$ cat config.mk
export PLATFORM = sky130hd
export DESIGN_NAME = apb_master_arb_flat
export DESIGN_NICKNAME = d
export VERILOG_FILES = /design/src/rtl/apb_master_arb_if.sv /design/src/rtl/apb_master_arb.sv /design/src/flat_wrapper.sv
export SDC_FILE = /design/constraint.sdc
export NUM_CORES = 1
export LEC_CHECK = 0
export CORE_AREA = 2 2 116 118
export CTS_BUF_LIST = sky130_fd_sc_hd__clkbuf_8
export CTS_CLUSTER_DIAMETER = 60
export DETAILED_ROUTE_END_ITERATION = 7
export DIE_AREA = 0 0 118 120
export DONT_BUFFER_PORTS = 1
export PLACE_DENSITY = 0.55
export SLEW_MARGIN = 20
export SYNTH_ARGS = -nofsm -noshare
export SYNTH_HDL_FRONTEND = slang
export SYNTH_SLANG_ARGS = --single-unit
$ cat constraint.sdc
create_clock -name PCLK -period 2.05 [get_ports PCLK]
set_clock_uncertainty 0.15 [all_clocks]
set_input_delay 0.41 -clock PCLK [delete_from_list [all_inputs] [get_ports PCLK]]
set_output_delay 0.41 -clock PCLK [all_outputs]
set_load 0.01 [all_outputs]
$ cat src/rtl/apb_master_arb_if.sv
// ============================================================================
// Module      : apb_master_arb_if
// Description : APB bus bundle between the two-requester arbiter and its slaves
// Revision    : 1.0 - initial release
// ============================================================================
`default_nettype none

interface apb_master_arb_if #(
  parameter int ADDR_W = 32,
  parameter int DATA_W = 32
);
  logic              PSEL1;
  logic              PSEL2;
  logic              PENABLE;
  logic              PWRITE;
  logic [ADDR_W-1:0] PADDR;
  logic [DATA_W-1:0] PWDATA;
  logic [DATA_W-1:0] PRDATA1;
  logic [DATA_W-1:0] PRDATA2;
  logic              PREADY;

  modport master (
    output PSEL1, PSEL2, PENABLE, PWRITE, PADDR, PWDATA,
    input  PRDATA1, PRDATA2, PREADY
  );

  modport slave (
    input  PSEL1, PSEL2, PENABLE, PWRITE, PADDR, PWDATA,
    output PRDATA1, PRDATA2, PREADY
  );
endinterface

`default_nettype wire

$ cat src/rtl/apb_master_arb.sv
// ============================================================================
// Module      : apb_master_arb
// Description : Round-robin arbiter for two requesters onto one APB master
//               port, with two-slave decode and ACCESS-phase timeout
// Revision    : 1.0 - initial release
// ============================================================================
`default_nettype none

module apb_master_arb #(
  parameter int ADDR_W  = 32,
  parameter int DATA_W  = 32,
  parameter int SEL_BIT = 4,
  parameter int TIMEOUT = 15
) (
  input  wire logic              PCLK,
  input  wire logic              PRESETn,
  input  wire logic              req0,
  input  wire logic              req1,
  input  wire logic              we0,
  input  wire logic              we1,
  input  wire logic [ADDR_W-1:0] addr0,
  input  wire logic [ADDR_W-1:0] addr1,
  input  wire logic [DATA_W-1:0] wdata0,
  input  wire logic [DATA_W-1:0] wdata1,
  output logic                   done0,
  output logic                   done1,
  output logic      [DATA_W-1:0] rdata,
  output logic                   err,
  apb_master_arb_if.master       apb
);

  localparam int CNT_W = ($clog2(TIMEOUT + 1) < 4) ? 4 : $clog2(TIMEOUT + 1);
  localparam logic [CNT_W-1:0] c_wait_last = CNT_W'(TIMEOUT - 1);

  typedef enum logic [1:0] {
    S_IDLE   = 2'd0,
    S_SETUP  = 2'd1,
    S_ACCESS = 2'd2
  } state_t;

  state_t           r_state;
  logic             r_owner;     // requester of the current / most recent grant
  logic [CNT_W-1:0] r_wait_cnt;

  logic              w_grant;
  logic              w_we;
  logic [ADDR_W-1:0] w_addr;
  logic [DATA_W-1:0] w_wdata;

  // Both requesting: the one not served last wins; reset leaves r_owner=1 so 0 goes first.
  always_comb begin
    w_grant = 1'b0;
    if (req0 && req1) w_grant = ~r_owner;
    else              w_grant = ~req0;
    w_we    = w_grant ? we1    : we0;
    w_addr  = w_grant ? addr1  : addr0;
    w_wdata = w_grant ? wdata1 : wdata0;
  end

  always_ff @(posedge PCLK or negedge PRESETn) begin
    if (!PRESETn) begin
      r_state     <= S_IDLE;
      r_owner     <= 1'b1;
      r_wait_cnt  <= '0;
      apb.PSEL1   <= 1'b0;
      apb.PSEL2   <= 1'b0;
      apb.PENABLE <= 1'b0;
      apb.PWRITE  <= 1'b0;
      apb.PADDR   <= '0;
      apb.PWDATA  <= '0;
      rdata       <= '0;
      err         <= 1'b0;
      done0       <= 1'b0;
      done1       <= 1'b0;
    end else begin
      done0 <= 1'b0;
      done1 <= 1'b0;
      case (r_state)
        S_IDLE: begin
          if (req0 || req1) begin
            r_state    <= S_SETUP;
            r_owner    <= w_grant;
            apb.PWRITE <= w_we;
            apb.PADDR  <= w_addr;
            apb.PWDATA <= w_wdata;
            apb.PSEL1  <= ~w_addr[SEL_BIT];
            apb.PSEL2  <= w_addr[SEL_BIT];
          end
        end
        S_SETUP: begin
          r_state     <= S_ACCESS;
          r_wait_cnt  <= '0;
          apb.PENABLE <= 1'b1;
        end
        S_ACCESS: begin
          if (apb.PREADY || (r_wait_cnt == c_wait_last)) begin
            r_state     <= S_IDLE;
            apb.PSEL1   <= 1'b0;
            apb.PSEL2   <= 1'b0;
            apb.PENABLE <= 1'b0;
            done0       <= ~r_owner;
            done1       <= r_owner;
            err         <= ~apb.PREADY;
            if (apb.PREADY && !apb.PWRITE)
              rdata <= apb.PADDR[SEL_BIT] ? apb.PRDATA2 : apb.PRDATA1;
          end else begin
            r_wait_cnt <= r_wait_cnt + 1'b1;
          end
        end
        default: r_state <= S_IDLE;
      endcase
    end
  end

endmodule

`default_nettype wire
$ cat src/flat_wrapper.sv
// flat-port wrapper written by rule: the top's interface ports become plain ports
module apb_master_arb_flat 
#(
  parameter int ADDR_W  = 32,
  parameter int DATA_W  = 32,
  parameter int SEL_BIT = 4,
  parameter int TIMEOUT = 15
)
  (PCLK, PRESETn, req0, req1, we0, we1, addr0, addr1, wdata0, wdata1, done0, done1, rdata, err, apb_PSEL1, apb_PSEL2, apb_PENABLE, apb_PWRITE, apb_PADDR, apb_PWDATA, apb_PRDATA1, apb_PRDATA2, apb_PREADY);
  apb_master_arb_if #(.ADDR_W(ADDR_W), .DATA_W(DATA_W)) apb_i ();
  input  wire logic PCLK;
  input  wire logic PRESETn;
  input  wire logic req0;
  input  wire logic req1;
  input  wire logic we0;
  input  wire logic we1;
  input  wire logic [ADDR_W-1:0] addr0;
  input  wire logic [ADDR_W-1:0] addr1;
  input  wire logic [DATA_W-1:0] wdata0;
  input  wire logic [DATA_W-1:0] wdata1;
  output logic done0;
  output logic done1;
  output logic      [DATA_W-1:0] rdata;
  output logic err;
  output wire logic [$bits(apb_i.PSEL1)-1:0] apb_PSEL1;
  output wire logic [$bits(apb_i.PSEL2)-1:0] apb_PSEL2;
  output wire logic [$bits(apb_i.PENABLE)-1:0] apb_PENABLE;
  output wire logic [$bits(apb_i.PWRITE)-1:0] apb_PWRITE;
  output wire logic [$bits(apb_i.PADDR)-1:0] apb_PADDR;
  output wire logic [$bits(apb_i.PWDATA)-1:0] apb_PWDATA;
  input wire logic [$bits(apb_i.PRDATA1)-1:0] apb_PRDATA1;
  input wire logic [$bits(apb_i.PRDATA2)-1:0] apb_PRDATA2;
  input wire logic [$bits(apb_i.PREADY)-1:0] apb_PREADY;
  assign apb_PSEL1 = apb_i.PSEL1;
  assign apb_PSEL2 = apb_i.PSEL2;
  assign apb_PENABLE = apb_i.PENABLE;
  assign apb_PWRITE = apb_i.PWRITE;
  assign apb_PADDR = apb_i.PADDR;
  assign apb_PWDATA = apb_i.PWDATA;
  assign apb_i.PRDATA1 = apb_PRDATA1;
  assign apb_i.PRDATA2 = apb_PRDATA2;
  assign apb_i.PREADY = apb_PREADY;
  apb_master_arb #(.ADDR_W(ADDR_W), .DATA_W(DATA_W), .SEL_BIT(SEL_BIT), .TIMEOUT(TIMEOUT)) u_core (.PCLK(PCLK), .PRESETn(PRESETn), .req0(req0), .req1(req1), .we0(we0), .we1(we1), .addr0(addr0), .addr1(addr1), .wdata0(wdata0), .wdata1(wdata1), .done0(done0), .done1(done1), .rdata(rdata), .err(err), .apb(apb_i));
endmodule
======== Word-level counts from Yosys, hierarchy flattened ========
Index checks and enable logic that the tools add are counted.
operators by class
  $add $sub $neg .......................... 1
  equal/unequal tests ..................... 6
  multiplexer cells ....................... 20
  bitwise gates (word level) .............. 4
  reductions and logical operators ........ 15
operators by type and width
  kind                                                                   count
  32-bit 2-to-1 mux                                                      3
  2-bit AND reduction                                                    5
  1-bit 2-to-1 mux                                                       9
  4-bit case mux with 2 select lines                                     1
  1-bit case mux with 2 select lines                                     3
  2-bit case mux with 3 select lines                                     1
  3-bit AND reduction                                                    2
  4-bit by 1-bit adder with 4-bit output, second input constant          1
  4-bit equality test, second input constant                             1
  2-bit 2-to-1 mux                                                       2
  4-bit 2-to-1 mux                                                       1
  2-bit by 1-bit != test with 1-bit output, second input constant        2
  1-bit NOT                                                              4
  2-bit nonzero test                                                     2
  2-bit by 1-bit equality test with 1-bit output, second input constant  1
  2-bit equality test, second input constant                             1
  1-bit logical AND                                                      2
  2-bit logical NOT                                                      1
  1-bit logical OR                                                       2
  2-bit != test, second input constant                                   1
  1-bit logical NOT                                                      1
word-level totals
  flip-flop bits (word level) ............. 110
  input port bits ......................... 199
  output and inout port bits .............. 103
  logic and storage cells ................. 59

======== Depth between registers and ports, before layout ========
Gate-level depths: netlist of run 1.
  depth after elaboration ................. 6
  gate-level depth with buffers ........... 6
  depth with buffers taken out ............ 6

======== Worst setup path before layout of run 1 ========
No wires, ideal clock.
  path kind ............................... register to register
  from .................................... register u_core.r_wait_cnt[0]
  to ...................................... register u_core.r_wait_cnt[3]
  library setup time ...................... 0.069 ns
  arrival ................................. 1.427 ns
  data required time ...................... 1.831 ns
  slack ................................... 0.405 ns
  stages on the path, launching flop included .. 7
  path buffers ............................ 0
  clock period less this slack ............ 1.645 ns
  cells stage by stage .................... dfrtp_1 -> inv_1 -> ha_1 -> a31oi_1 -> nand2_1 -> or3_1 -> nand3_1
on the way
  cells in the longest elaborated chain, start to end .. 4
  elaborated cells between the ends (all ways) .. 7
  classes of those cells .................. add/sub: 1; eq/ne: 2; mux: 2; reduce/logical: 2
ends and longest elaborated chain
  item                                                                            line                   source
  from (decl)                                                                     apb_master_arb.sv:43   logic [CNT_W-1:0] r_wait_cnt;
  from (signal assigned)                                                          apb_master_arb.sv:107  r_wait_cnt <= r_wait_cnt + 1'b1;
  branches (longest 4 deep; another with 4-bit by 1-bit adder with 4-bit output)  n/a
Parallel ways; which one is timed is not known. The select of a mux whose other input is x is not followed.
A chain may end at the register's enable or synchronous reset.

======== Final worst setup path of run 1 ========
Ends and elaborated chain as after synthesis.

==> run summary, run 1 <==
Largest family of logic cells by synthesized area: multiplexers
Worst slack, placed: 0.232 ns
Power density over the cells: 1560 nW/um2
Gpl congestion: 0.823
IO buf count: 0
Setup bufs post-CTS: 0
Mapped Nets: 678
Most common cell after layout, fill and taps aside: dfrtp_1
Total grt overflow: 0
Comb power frac: 29.3%
H-tree depth: 3
NetSw: 3390 uW
Synthesized cell area: 5100 um2
Yosys Warn Count: 0
Initial DRT Pass Iterations: 5
WL/cell: 18.4 um
Clock power share: 18.4%
1st-iter DRT viols: 116
Cell Int Power: 5200 uW
ANT cells: 0
Worst Path Arrival: 1.99 ns
Die height: 120 um
Crit-path cells: inv_1 > ha_1 > a31oi_1 > nand2_1 > or3_1 > nand3_1
Die X-Extent: 118 um
Num rows: 42
WL final: 12,000 um
Worst reg2reg path depth: 6
Distinct cells, synth: 30
Normalized max-slew margin: 69.2%
Root buf cell: clkbuf_8
Fin crit period: 1.83 ns
Synth Area in Adders: 0.490%
DR top layer: met4
Total core area: 13,000 um2
Sequential area share after synthesis: 54.0%
Dpl hpwl: 9070 um
Ratio of cells with drive above 1 in the final layout: 7.63%
Synth Area in Simple Gates: 9.69%
Mux cell area share after synthesis: 19.0%
Part of the power in registers: 52.3%
Sw Share: 39.5%
Unrepaired setup endpoints after global routing: false
Fin area: 5520 um2
Max clock buf depth: 2
Xor/xnor share of the synthesized area: 0%
Nets@finish: 668
Slew @ Worst Pin: 0.461 ns
Met2 WL post-DR: 6000 um
Crit path kind: flip-flop to flip-flop
Critical register-to-register path startpoint: u_core.r_wait_cnt[0]
Final period utilization: 89.4%
Endpoints failing setup: 0
Crit. End Element: flip-flop
First-pass GRT wire length: 18,600 um
Wire length on met3: 1360 um
Worst-path fanout max: 7
GR Util All Layers: 16.8%
Placed Area: 5260 um2
Largest net degree at the start of global routing: 111
Total power draw: 8600 uW
Fin. Hold Viols: 110
# resized after CTS: 0
Synth Area per Inst: 10.7 um2
Critical path startpoint category: flip-flop
Worst VDD drop: 750 uV
R2r setup slk: 0.22 ns
Layout area overhead: 8.12%
Max Fclk: 0.546 GHz
#FFs+latches synth: 110
DRC Markers: 0
RR Endpoint: u_core.r_wait_cnt[3]
Sink Count: 110
Die ar.: 14,200 um2
Hold WC Path Type: input port to asynchronous set/reset pin
Hold buffers post-CTS: 1
Max_cap viols: 0
Worst skew pair latency: 0.37 ns
Met1 WL: 4390 um
Vias in the first global route: 3,363
WHS: -0.436 ns
Initial antenna violation count: 0
Violations in the final reports: hold timing
Status: finished with violations
Setup WS post-layout: 0.218 ns
Total Negative Setup Slacks: 0 ns
CTS tree: done
Slew Limit Fails: 0
Worst EP required: 2.21 ns
Slowest stage delay, CP: 0.42 ns
Commonest non-fill, non-tap cells in the layout: dfrtp_1 (108), mux2i_1 (97), nand2_1 (71)
Worst-path clk slew: 0.10 ns
Mapped Cells: 477
Via density: 5.32
Remaining antenna violation count: 0
CTS Buf Count: 9
IO Count: 302
Leak: 0.00269 uW
Via count: 3,447
Synth Area in Compound Gates: 11.6%
Initial Util: 39.3%
Critical path's slowest cell: dfrtp_1
[flip-flops by register name, indices dropped and copies added, names as in the netlist]
name                cells
u_core.apb.PADDR       32
u_core.done1            1
u_core.apb.PSEL2        1
u_core.err              1
u_core.r_owner          1
u_core.r_state          2
u_core.done0            1
u_core.apb.PENABLE      1
u_core.r_wait_cnt       4
u_core.apb.PWDATA      32
u_core.apb.PSEL1        1
u_core.apb.PWRITE       1
u_core.rdata           32
[critical path: cells and delay by family, from the launching register on]
family,cells,cell delay (ns)
simple gates,3,0.65
flops,1,0.42
compound gates,1,0.27
fa+ha+maj,1,0.23
buf+inv,1,0.06
[area by class of cell]
type                       instances  area [um2]
multi-input combinational        330        2100
sequential                       110        2760
clock buffer                      11         151
timing repair buffer              11         173
tap                              176         220
fill                            1243        7460
clock inverter                     5        97.6
inverter                           5        18.8
[cells by family after synthesis]
| family | Yosys count |
|---|---|
| mux | 97 |
| simple gates | 121 |
| flops | 110 |
| buf+inv | 37 |
| compound gates | 110 |
| fa+ha+maj | 2 |
[cell usage after synthesis]
library cell / number / share of area [%]
a21oi_1: 37 / 3.6
nand2b_1: 1 / 0.12
dfstp_2: 1 / 0.52
o21ai_2: 7 / 1.2
o22ai_1: 1 / 0.12
and3b_1: 1 / 0.17
or3_1: 1 / 0.12
o21ai_0: 27 / 2.6
nand2_1: 71 / 5.2
and2_1: 1 / 0.12
nand3_1: 5 / 0.49
inv_1: 5 / 0.37
nand4_1: 1 / 0.12
a31oi_1: 1 / 0.12
a311oi_1: 1 / 0.17
dfrtp_1: 109 / 53
or2b_1: 1 / 0.15
buf_2: 9 / 0.88
o21ai_1: 34 / 3.3
clkbuf_1: 2 / 0.15
clkbuf_2: 4 / 0.39
o2bb2ai_1: 1 / 0.17
nor2b_4: 1 / 0.27
buf_6: 13 / 2.9
ha_1: 2 / 0.49
buf_4: 4 / 0.59
a41oi_1: 1 / 0.17
nor2b_1: 2 / 0.25
mux2i_1: 97 / 19
nor2_1: 36 / 2.6
[through the flow]
stage,instances,util (%)
after floorplan,477,-
after global placement,631,40.5
after detailed placement,631,40.5
after CTS,648,42.5
after global routing,648,42.5
final,648,42.5
[power by group through the flow]
| stage | Sequential (uW) | Clock, uW | Combinational (uW) |
|---|---|---|---|
| 2_1_floorplan | 4240 | 0 | 2230 |
| 3_3_place_gp | 4550 | 0 | 2450 |
| 3_5_place_dp | 4550 | 0 | 2580 |
| 4_1_cts | 4530 | 1640 | 2550 |
| 5_1_grt | 4640 | 1730 | 2880 |
| 6_report | 4500 | 1580 | 2510 |
[how the worst max path moves through the flow]
| stage | startpoint | cells past startpoint | slack (ns) | to |
|---|---|---|---|---|
| detailed placement | req1 | 6 | 0.23 | u_core.apb.PADDR[30] |
| CTS | u_core.r_wait_cnt[0] | 6 | 0.23 | u_core.r_wait_cnt[3] |
| global route | u_core.r_wait_cnt[0] | 6 | 0.02 | u_core.r_wait_cnt[3] |
| finish | u_core.r_wait_cnt[0] | 6 | 0.22 | u_core.r_wait_cnt[3] |
| global placement | req1 | 6 | 0.29 | u_core.apb.PWDATA[18] |
| floorplan | u_core.r_wait_cnt[0] | 6 | 0.40 | u_core.r_wait_cnt[3] |
[metal layers]
metal	up-vias	GRT usage [%]
li1	1622	-
met1	1604	18.4
met2	203	28.1
met3	18	8.41
met4	0	6.40
met5	-	0
No activity file was read; power rests on OpenSTA's default activity.
==> run 2: changes to the inputs <==
Settings changed: CTS_BUF_LIST sky130_fd_sc_hd__clkbuf_8 to sky130_fd_sc_hd__clkbuf_4.
==> run 2 against run 1 <==
Effect of this change: synthesized cell count unchanged; synthesized area unchanged; the flow now stops in clock tree synthesis.
==> run summary, run 2 <==
Status: did not finish
Exit stage: clock tree synthesis
Tool Error: [ERROR RSZ-0060] Max buffer count reached.
Sink Count: 110 (unchanged)
Mux cell area share after synthesis: 19.0% (unchanged)
Gpl congestion: 0.823 (unchanged)
Dpl hpwl: 9070 um (unchanged)
Root buf cell: clkbuf_4
Synth Area per Inst: 10.7 um2 (unchanged)
Share of flip-flops with an asynchronous set or reset: 100% (unchanged)
IO buf count: 0 (unchanged)
Share of the synthesized area in the top cell type: 53.5% (unchanged)
Mapped Cells: 477 (unchanged)
Most common cell in the netlist: dfrtp_1
Post-synth EDFFs: 0 (unchanged)
Hold buffers post-CTS: 130 (+129)
Synth Flop Type: dfrtp_1
Synth Area in Compound Gates: 11.6% (unchanged)
Synth area leaders: dfrtp_1 (53%), mux2i_1 (19%), nand2_1 (5.2%), a21oi_1 (3.6%), o21ai_1 (3.3%)
Yosys Warn Count: 0 (unchanged)
IO Count: 302 (unchanged)
Distinct cells, synth: 30 (unchanged)
Setup bufs post-CTS: 0 (unchanged)
Synth Area in Simple Gates: 9.69% (unchanged)
Die X-Extent: 118 um (unchanged)
Synthesized cell area: 5100 um2 (unchanged)
Post-synth top cells: dfrtp_1 (109), mux2i_1 (97), nand2_1 (71)
Max clock buf depth: 2 (unchanged)
# resized after CTS: 0 (unchanged)
H-tree depth: 3 (unchanged)
Synth Area in Adders: 0.490% (unchanged)
Xor/xnor share of the synthesized area: 0% (unchanged)
Dpl cells: 631 (unchanged)
Largest family of logic cells by synthesized area: multiplexers
Placed Area: 5260 um2 (unchanged)
Initial Util: 39.3% (unchanged)
#FFs+latches synth: 110 (unchanged)
Num rows: 42 (unchanged)
CTS Buf Count: 9 (unchanged)
Area leader, netlist: dfrtp_1
Die height: 120 um (unchanged)
Sequential area share after synthesis: 54.0% (unchanged)
Mapped Nets: 678 (unchanged)
-- run 2: cell counts after synthesis --
Identical to the previous run, type by type.
-- run 2: logic make-up after synthesis --
kind of cell / after synthesis
AND/OR/NAND/NOR: 121
multiplexers: 97
adder cells (fa/ha/maj): 2
flip-flops: 110
AO/OA/AOI/OAI: 110
buffers and inverters: 37
-- run 2: stage by stage --
step | utilization [%] | setup slack, ns
floorplan | - | 0.405
global placement | 40.5 | 0.292
detailed placement | 40.5 | 0.232
==> run 3: changes to the inputs <==
Settings changed: CTS_BUF_LIST sky130_fd_sc_hd__clkbuf_4 to unset, CTS_CLUSTER_DIAMETER 60 to unset, PLACE_DENSITY 0.55 to unset, PLACE_DENSITY_LB_ADDON set to 0.15.
==> run 3 against run 2 <==
Effect of this change: the flow now finishes, with violations (hold timing).
==> run summary, run 3 (same netlist as run 1, synthesis figures left out) <==
Initial antenna violation count: 0
Total Negative Setup Slacks: 0 ns
Sw Share: 39.1%
Worst slack, placed: 0.253 ns (+0.0212 ns)
Max_cap viols: 0
Max clock buf depth: 2 (unchanged)
Initial Util: 39.3% (unchanged)
Met1 Resource Use GR: 18.4%
WHS: -0.394 ns
DRC Markers: 0
Nets@finish: 664
Worst reg2reg path depth: 6
Crit. End Element: flip-flop
Hold buffers post-CTS: 1 (-99%)
GRT met3 Usage: 6.13%
Total power draw: 8750 uW
Initial DRT Pass Iterations: 4
Max Fclk: 0.549 GHz
Worst-path clk slew: 0.07 ns
Fin. Hold Viols: 110
Cell Int Power: 5330 uW
Worst skew pair latency: 0.34 ns
Ratio of cells with drive above 1 in the final layout: 6.64%
Worst Path Arrival: 1.95 ns
Worst EP required: 2.18 ns
Clock power share: 20.8%
Slew @ Worst Pin: 0.464 ns
IO Count: 302 (unchanged)
CTS Buf Count: 9 (unchanged)
Setup WS post-layout: 0.227 ns
Part of the power in registers: 51.8%
Total core area: 13,000 um2
Gpl congestion: 0.757 (-8.1%)
ANT cells: 0
Final period utilization: 88.9%
1st-iter DRT viols: 162
Sink Count: 110 (unchanged)
Total grt overflow: 0
Dpl hpwl: 8720 um (-3.9%)
M2 GR Usage: 27.5%
Final instance count without filler cells: 643
GR Util All Layers: 16.2%
Unrepaired setup endpoints after global routing: false
Normalized max-slew margin: 69.0%
Root buf cell: clkbuf_16
Die ar.: 14,200 um2
Status: finished with violations
Worst VDD drop: 823 uV
Violations in the final reports: hold timing
H-tree depth: 3 (unchanged)
Slew Limit Fails: 0
Via density: 5.12
Via count: 3,295
Layout area overhead: 7.90%
GRT Max-Usage Layer: met2
Dpl cells: 627 (-0.63%)
Die X-Extent: 118 um (unchanged)
Leak: 0.00267 uW
Power density over the cells: 1590 nW/um2
Hold WC Path Type: input port to asynchronous set/reset pin
Critical path startpoint category: flip-flop
WL/cell: 18.2 um
Endpoints failing setup: 0
First-pass GRT wire length: 17,700 um
CTS tree: done
Top Registers: u_core.apb.PADDR: 32 flops, u_core.apb.PWDATA: 32 flops, u_core.rdata: 32 flops
Die height: 120 um (unchanged)
Num rows: 42 (unchanged)
Remaining antenna violation count: 0
Commonest non-fill, non-tap cells in the layout: dfrtp_1 (108), mux2i_1 (97), nand2_1 (71)
IO buf count: 0 (unchanged)
Fin crit period: 1.82 ns
Final core occ: 42.4%
R2r setup slk: 0.23 ns
WL final: 11,700 um
Worst-path fanout max: 7
Crit path kind: flip-flop to flip-flop
NetSw: 3420 uW
Vias in the first global route: 3,172
Largest net degree at the start of global routing: 115
Most common cell after layout, fill and taps aside: dfrtp_1
Comb power frac: 27.4%
[run 3: critical path, cell delays in order (launching register included)]
cell and delay (ns):
dfrtp_1 0.40, inv_1 0.06, ha_1 0.23, a31oi_1 0.27, nand2_1 0.20, or3_1 0.39, nand3_1 0.07
[run 3: power groups by stage]
stage	registers (uW)	clock network [uW]	logic, uW
2_1_floorplan	4240	0	2230
4_1_cts	4570	1890	2450
3_3_place_gp	4590	0	2350
6_report	4530	1820	2400
5_1_grt	4680	1980	2760
3_5_place_dp	4590	0	2470
[run 3: layout make-up]
class / count / area, um2
clock buffers: 11 / 233
well taps: 176 / 220
fillers: 1261 / 7470
inverters: 5 / 18.8
clock inverters: 4 / 72.6
flip-flops and latches: 110 / 2760
multi-input cells: 330 / 2100
repair buffers: 7 / 105
[run 3: timing repair]
item | CTS | global route
hold endpoints to repair | 111 | 110
resized for setup | 0 | 0
setup buffers | 0 | 0
setup endpoints to repair | 0 | 0
[run 3: layer usage]
| metal | up-vias | share of wire [%] |
|---|---|---|
| met1 | 1475 | 38 |
| met4 | 0 | 1.5 |
| met3 | 11 | 10 |
| met2 | 193 | 50 |
| li1 | 1616 | - |
| met5 | - | 0 |
[run 3: worst paths after layout]
kind | startpoint | endpoint
max | u_core.r_wait_cnt[0] | u_core.r_wait_cnt[3]
min | PRESETn | u_core.rdata[3]
max reg2reg | u_core.r_wait_cnt[0] | u_core.r_wait_cnt[3]
min reg2reg | u_core.r_owner | u_core.r_owner
max in group asynchronous | PRESETn | u_core.r_owner
min in group PCLK | addr0[25] | u_core.apb.PADDR[25]
[run 3: stage by stage]
step	hold slack, ns	cell area, um2
floorplan	-0.0356	5100
global placement	-0.0318	5190
detailed placement	-0.0323	5190
CTS	-0.412	5510
global route	-0.417	5510
finish	-0.394	5510
==> run 4: changes to the inputs <==
Settings changed: CORE_AREA 2 2 116 118 to unset, CORE_ASPECT_RATIO set to 0.6, CORE_UTILIZATION set to 40, CTS_BUF_LIST set to sky130_fd_sc_hd__clkbuf_4, DIE_AREA 0 0 118 120 to unset.
==> run 4 against run 3 <==
Effect of this change: the flow now stops in clock tree synthesis; synthesized area is the same; synthesized cell count is the same.
==> run summary, run 4 <==
Sequential area share after synthesis: 54.0% (unchanged)
Share of the synthesized area in the top cell type: 53.5% (unchanged)
Mapped Cells: 477 (unchanged)
Exit stage: clock tree synthesis
H-tree depth: 3 (unchanged)
Gpl congestion: 0.737 (-2.6%)
Tool Error: [ERROR RSZ-0060] Max buffer count reached.
Dpl hpwl: 8530 um (-2.1%)
Share of flip-flops with an asynchronous set or reset: 100% (unchanged)
Die X-Extent: 148 um (+25%)
Die height: 89.5 um (-25%)
#FFs+latches synth: 110 (unchanged)
Num rows: 31 (-26%)
IO Count: 302 (unchanged)
Max clock buf depth: 2 (unchanged)
Root buf cell: clkbuf_4
Synth area leaders: dfrtp_1 (53%), mux2i_1 (19%), nand2_1 (5.2%), a21oi_1 (3.6%), o21ai_1 (3.3%)
Sink Count: 110 (unchanged)
Status: did not finish
Yosys Warn Count: 0 (unchanged)
Synthesized cell area: 5100 um2 (unchanged)
Post-synth EDFFs: 0 (unchanged)
Most common cell in the netlist: dfrtp_1
Synth Flop Type: dfrtp_1
Area leader, netlist: dfrtp_1
Initial Util: 41.6% (+2.3 points)
Post-synth top cells: dfrtp_1 (109), mux2i_1 (97), nand2_1 (71)
Synth Area per Inst: 10.7 um2 (unchanged)
Distinct cells, synth: 30 (unchanged)
# resized after CTS: 0 (unchanged)
IO buf count: 0 (unchanged)
CTS Buf Count: 9 (unchanged)
Hold buffers post-CTS: 127 (+126)
Setup bufs post-CTS: 0 (unchanged)
Mapped Nets: 678 (unchanged)
[run 4: cell counts after synthesis]
Identical to the previous run, type by type.
[run 4: per-stage QoR]
step	hold WS (ns)	worst slack, ns	util (%)	cells	cell area, um2
floorplan	-0.0356	0.405	-	477	5100
global placement	-0.0325	0.357	42.3	617	5180
detailed placement	-0.0329	0.241	42.3	617	5180
[run 4: cell families after synthesis]
family | Yosys count | synth area share, %
compound gates | 110 | 11.6
mux | 97 | 19.0
fa+ha+maj | 2 | 0.490
flops | 110 | 54.0
buf+inv | 37 | 5.25
simple gates | 121 | 9.69
